**config.mk**
```make
export PLATFORM = sky130hd
export DESIGN_NAME = adder_block_accumulator
export DESIGN_NICKNAME = d
export VERILOG_FILES = /design/src/rtl/adder_block_accumulator.sv
export SDC_FILE = /design/constraint.sdc
export NUM_CORES = 1
export LEC_CHECK = 0
export BUFFER_PORTS_ARGS = -buffer_cell sky130_fd_sc_hd__clkbuf_2
export CORE_MARGIN = 4
export CORE_UTILIZATION = 46
export DETAILED_ROUTE_END_ITERATION = 8
export GPL_TIMING_DRIVEN = 0
export HOLD_SLACK_MARGIN = 0.05
export PLACE_DENSITY = 0.69
export SLEW_MARGIN = 10
export SYNTH_ARGS = -nofsm -noshare
export SYNTH_HDL_FRONTEND = slang
export SYNTH_SLANG_ARGS = --single-unit
```
**constraint.sdc**
```tcl
create_clock -name clk -period 5.25 [get_ports clk]
set_clock_uncertainty 0.1 [all_clocks]
set_input_delay 0.525 -clock clk [delete_from_list [all_inputs] [get_ports clk]]
set_output_delay 0.525 -clock clk [all_outputs]
set_load 0.05 [all_outputs]
```
**src/rtl/adder_block_accumulator.sv**
```systemverilog
// Purpose : sums BLOCK_LEN consecutive {cout, s} adder results into an ACC_WIDTH-bit block total.
// Latency : out_valid rises one cycle after the last accepted sample of a block.
// Backpr. : in_ready is low while a total is held; the total is held stable until out_ready.
//
// Ports:
//   clk, rst_n            rising-edge clock, asynchronous active-low reset
//   in_valid / in_ready   sample handshake; in_ready depends only on the FSM state
//   in_sum, in_cout       adder result, taken as an unsigned (WIDTH+1)-bit value
//   clear                 synchronous abort of the current block and any pending total
//   out_valid / out_ready block-total handshake
//   acc_out, ovf          block total and its wrap/saturate flag (qualified by out_valid)
//
// Build option: define SATURATE_ACC_EN to clamp the accumulator at its maximum
// instead of wrapping; ovf is raised in both builds.
module adder_block_accumulator #(
  parameter int WIDTH     = 3,
  parameter int ACC_WIDTH = 8,
  parameter int BLOCK_LEN = 4
) (
  input  logic                 clk,
  input  logic                 rst_n,
  input  logic                 in_valid,
  output logic                 in_ready,
  input  logic [WIDTH-1:0]     in_sum,
  input  logic                 in_cout,
  input  logic                 clear,
  output logic                 out_valid,
  input  logic                 out_ready,
  output logic [ACC_WIDTH-1:0] acc_out,
  output logic                 ovf
);

  typedef enum logic {
    ACCUM = 1'b0,
    HOLD  = 1'b1
  } state_t;

  // Index of the final sample in a block; BLOCK_LEN is at most 255.
  localparam logic [7:0]           LAST_IDX = 8'(BLOCK_LEN - 1);
  localparam logic [ACC_WIDTH-1:0] ACC_MAX  = '1;

  state_t               state, state_nxt;
  logic [ACC_WIDTH-1:0] acc, acc_nxt;
  logic [7:0]           cnt, cnt_nxt;
  logic                 ovf_r, ovf_nxt;

  // One extra bit on the adder so the carry out of the accumulator is visible.
  logic [ACC_WIDTH:0]   sample_ext;
  logic [ACC_WIDTH:0]   sum_ext;
  logic                 carry;

  assign sample_ext = {{(ACC_WIDTH - WIDTH){1'b0}}, in_cout, in_sum};
  assign sum_ext    = {1'b0, acc} + sample_ext;
  assign carry      = sum_ext[ACC_WIDTH];

  // Handshake outputs come straight from the state register, so in_ready
  // never has a combinational path from in_valid or clear.
  assign in_ready  = (state == ACCUM);
  assign out_valid = (state == HOLD);
  assign acc_out   = acc;
  assign ovf       = ovf_r;

  always_ff @(posedge clk or negedge rst_n) begin
    if (!rst_n) begin
      state <= ACCUM;
      acc   <= '0;
      cnt   <= '0;
      ovf_r <= 1'b0;
    end else begin
      state <= state_nxt;
      acc   <= acc_nxt;
      cnt   <= cnt_nxt;
      ovf_r <= ovf_nxt;
    end
  end

  always_comb begin
    state_nxt = state;
    acc_nxt   = acc;
    cnt_nxt   = cnt;
    ovf_nxt   = ovf_r;

    if (clear) begin
      // Abort wins over both handshakes: a sample offered this cycle is not
      // taken, and a held total is dropped even if out_ready is high.
      state_nxt = ACCUM;
      acc_nxt   = '0;
      cnt_nxt   = '0;
      ovf_nxt   = 1'b0;
    end else begin
      unique case (state)
        ACCUM: begin
          if (in_valid) begin
`ifdef SATURATE_ACC_EN
            // Once clamped, any further carry keeps the value pinned at max.
            acc_nxt = carry ? ACC_MAX : sum_ext[ACC_WIDTH-1:0];
`else
            acc_nxt = sum_ext[ACC_WIDTH-1:0];
`endif
            ovf_nxt = ovf_r | carry;
            cnt_nxt = cnt + 8'd1;
            if (cnt == LAST_IDX) begin
              state_nxt = HOLD;
            end
          end
        end
        HOLD: begin
          // No bypass: the next block's first sample is taken the cycle after.
          if (out_ready) begin
            state_nxt = ACCUM;
            acc_nxt   = '0;
            cnt_nxt   = '0;
            ovf_nxt   = 1'b0;
          end
        end
        default: begin
          state_nxt = ACCUM;
        end
      endcase
    end
  end

endmodule
```
==> flow_metrics.py <==
metrics = {
    "floorplanning": {
        "rows": 16,
        "core_area_um2": 2020,
        "start_util": 0.499,
        "io_pins": 20,
        "dieHeight_um": 54.9,
        "dieWidth_um": 54.9,
        "die_area_um2": 3010,
    },
    "sta": {
        "rsz0062_at_grt": "false",
        "min_period_ns": 1.94,
        "fin_ws_ns": 3.31,
        "final.setup.tns_ns": 0,
        "fmax_ghz": 0.516,
        "period_share": 0.369,
        "hold_viol_final": 0,
        "hold-worst-slack_ns": 0.0588,
        "drv_slew": 0,
        "slew_headroom": 0.530,
        "finalSetupViolCount": 0,
        "tightest_slew_ns": 0.704,
    },
    "placement": {
        "port_buffers": 19,
        "placed_area_um2": 1140,
        "dpl.hpwl_um": 1650,
        "post-place-ws_ns": 3.12,
        "gp_congestion": 0.809,
    },
    "drt": {
        "via_per_inst": 5.72,
        "drt_first_pass_iters": 4,
        "wl_um": 2190,
        "drtAntennaViolNets": 0,
        "drtIter0Drc": 25,
        "wl_per_cell_um": 14.8,
        "drcViolationCount": 0,
        "vias": 846,
    },
    "setup_path": {
        "crit_path_end_kind": "flop",
        "critical_path_class": "flop to flop",
        "crit_arrival_ns": 2.00,
        "cp_max_fo": 4,
        "required_ns": 5.31,
        "startpoint_type": "flop",
    },
    "synth": {
        "synth_top_area_share": 0.446,
        "syn_nets": 113,
        "synth-seq-area-share": 0.446,
        "async_flop_share": 1.00,
        "synth.ff_latch_count": 18,
        "postSynthCellCount": 98,
        "synth_largest_area_cell": "dfrtp_1",
        "yosysWarnings": 0,
        "synth_area_leaders": "dfrtp_1 45%, ha_1 6.2%, a21oi_1 4.5%, a22o_1 3.5%, xor2_1 3.5%",
        "syn-cell-area_um2": 1010,
        "synth_edf_count": 0,
        "yosysUniqueCellTypes": 35,
        "syn_avg_cell_area_um2": 10.3,
        "synthFlopType": "dfrtp_1",
    },
    "power": {
        "p_sw_frac": 0.325,
        "totalPowerFinal_mw": 0.317,
        "peakVddDrop_mv": 0.171,
        "p_leak_nw": 0.546,
        "internal_power_mw": 0.214,
        "combPwrFrac": 0.246,
        "seq_power_share": 0.484,
        "powerDensity_nw_per_um2": 270,
        "p_sw_mw": 0.103,
        "clkPwrFrac": 0.270,
    },
    "run_status": {
        "status": "finished, final reports clean",
    },
    "cts": {
        "clk_pin_slew_ns": 0.11,
        "worstSkewPairLatency_ns": 0.29,
        "hold_buffers": 0,
        "tritoncts": "yes",
        "htree_num_levels": 1,
        "cts_made_buffers": 3,
        "post_cts_buffers": 0,
        "root_buffer": "clkbuf_4",
        "numClockSinks": 18,
        "ctsResizeCount": 0,
        "clock_path_buffers": 2,
    },
    "layout": {
        "diodes": 0,
        "syn_to_final_growth_pct": 16.4,
        "fillers": 192,
        "nets": 137,
        "layout-drive-gt1-share": 0.248,
        "final_cell_area_um2": 1170,
    },
    "global_routing": {
        "grt_max_degree": 19,
        "grtUsageTotal": 0.177,
        "gr-total-overflow": 0,
        "grt_pass1_vias": 830,
        "antenna_found_initial": 0,
        "grt_pass1_wl_um": 3800,
    },
    "job": {
        "maxCapViolCount": 0,
    },
    "min_path": {
        "hp-class": "input pin to async pin",
    },
}
==> placed cells by master (no fill, tap or decap), types with 2 or more instances in the layout <==
cell type,count
ha_1,5
o211ai_1,2
nor2_1,5
inv_1,2
or3_1,4
o21ai_0,6
a21oi_1,9
nand3_1,5
clkbuf_4,3
clkbuf_1,2
o31ai_1,4
nand2_1,3
a22o_1,4
dfrtp_1,18
clkbuf_2,19
a21o_1,2
or4_1,3
and4_1,2
xor2_1,4
==> cell usage after synthesis, types with 2 or more instances <==
| cell type | count |
|---|---|
| dfrtp_1 | 18 |
| a21oi_1 | 9 |
| o21ai_0 | 6 |
| ha_1 | 5 |
| nand3_1 | 5 |
| nor2_1 | 5 |
| a22o_1 | 4 |
| o31ai_1 | 4 |
| or3_1 | 4 |
| xor2_1 | 4 |
| nand2_1 | 3 |
| or4_1 | 3 |
| a21o_1 | 2 |
| and4_1 | 2 |
| clkbuf_1 | 2 |
| inv_1 | 2 |
| o211ai_1 | 2 |
==> sequential cells by signal (all words and copies together) (netlist names) <==
name       flops
acc_out        8
cnt            8
out_valid      1
ovf            1
==> cell families after synthesis <==
family	share of synthesized area
AO/OA/AOI/OAI	0.226
XOR/XNOR	0.0434
adder cells (fa/ha/maj)	0.0818
buffers and inverters	0.0310
flip-flops	0.446
multiplexers	0.0112
AND/OR/NAND/NOR	0.161
==> layer usage <==
| metal | vias up | global-route usage | wire length (µm) |
|---|---|---|---|
| met2 | 15 | 0.291 | 1020 |
| met5 | - | 0 | 0 |
| li1 | 423 | - | - |
| met1 | 404 | 0.239 | 1060 |
| met4 | 0 | 0.0498 | 23 |
| met3 | 4 | 0.0245 | 84 |
==> area by class of cell <==
class / count / area, µm² / share of cell area
clock buffer: 4 / 36.3 / 0.0309
timing repair buffer: 19 / 95.1 / 0.0809
multi-input combinational: 74 / 528 / 0.449
buffer: 4 / 23.8 / 0.0202
sequential: 18 / 450 / 0.383
tap: 27 / 33.8 / 0.0288
inverter: 2 / 7.51 / 0.00639
==> power by group through the flow <==
stage	combinational [mW]	sequential, mW	clock (mW)
2_1_floorplan	0.0375	0.174	0
3_3_place_gp	0.0763	0.156	0
3_5_place_dp	0.0780	0.156	0
4_1_cts	0.0785	0.154	0.0871
5_1_grt	0.0865	0.155	0.0931
6_report	0.0780	0.154	0.0857
==> critical path, stage by stage, from the launching register on <==
cell and delay, ns:
dfrtp_1 0.42, ha_1 0.23, fa_1 0.43, a21o_1 0.18
a21oi_1 0.24, or4_1 0.16, a21oi_1 0.06
==> final timing paths <==
| check | from | endpoint | slack, ns | cells after the start |
|---|---|---|---|---|
| setup reg to reg | acc_out[0]$_DFFE_PN0P_ | acc_out[6]$_DFFE_PN0P_ | 3.31 | 6 |
| hold / removal | rst_n | acc_out[2]$_DFFE_PN0P_ | 0.06 | 1 |
| setup / recovery | acc_out[0]$_DFFE_PN0P_ | acc_out[6]$_DFFE_PN0P_ | 3.31 | 6 |
| min in group clk | out_ready | out_valid$_DFF_PN0_ | 0.32 | 2 |
| max in group asynchronous | rst_n | cnt[7]$_DFFE_PN0P_ | 4.67 | 1 |
| hold reg to reg | ovf$_DFFE_PN0P_ | ovf$_DFFE_PN0P_ | 0.42 | 2 |
==> stage by stage <==
step / utilization / instances
after global routing: 0.581 / 148
after global placement: 0.563 / 144
after floorplan: - / 98
after detailed placement: 0.563 / 144
after CTS: 0.581 / 148
final: 0.581 / 148
Power figures use the tool's default switching activity.
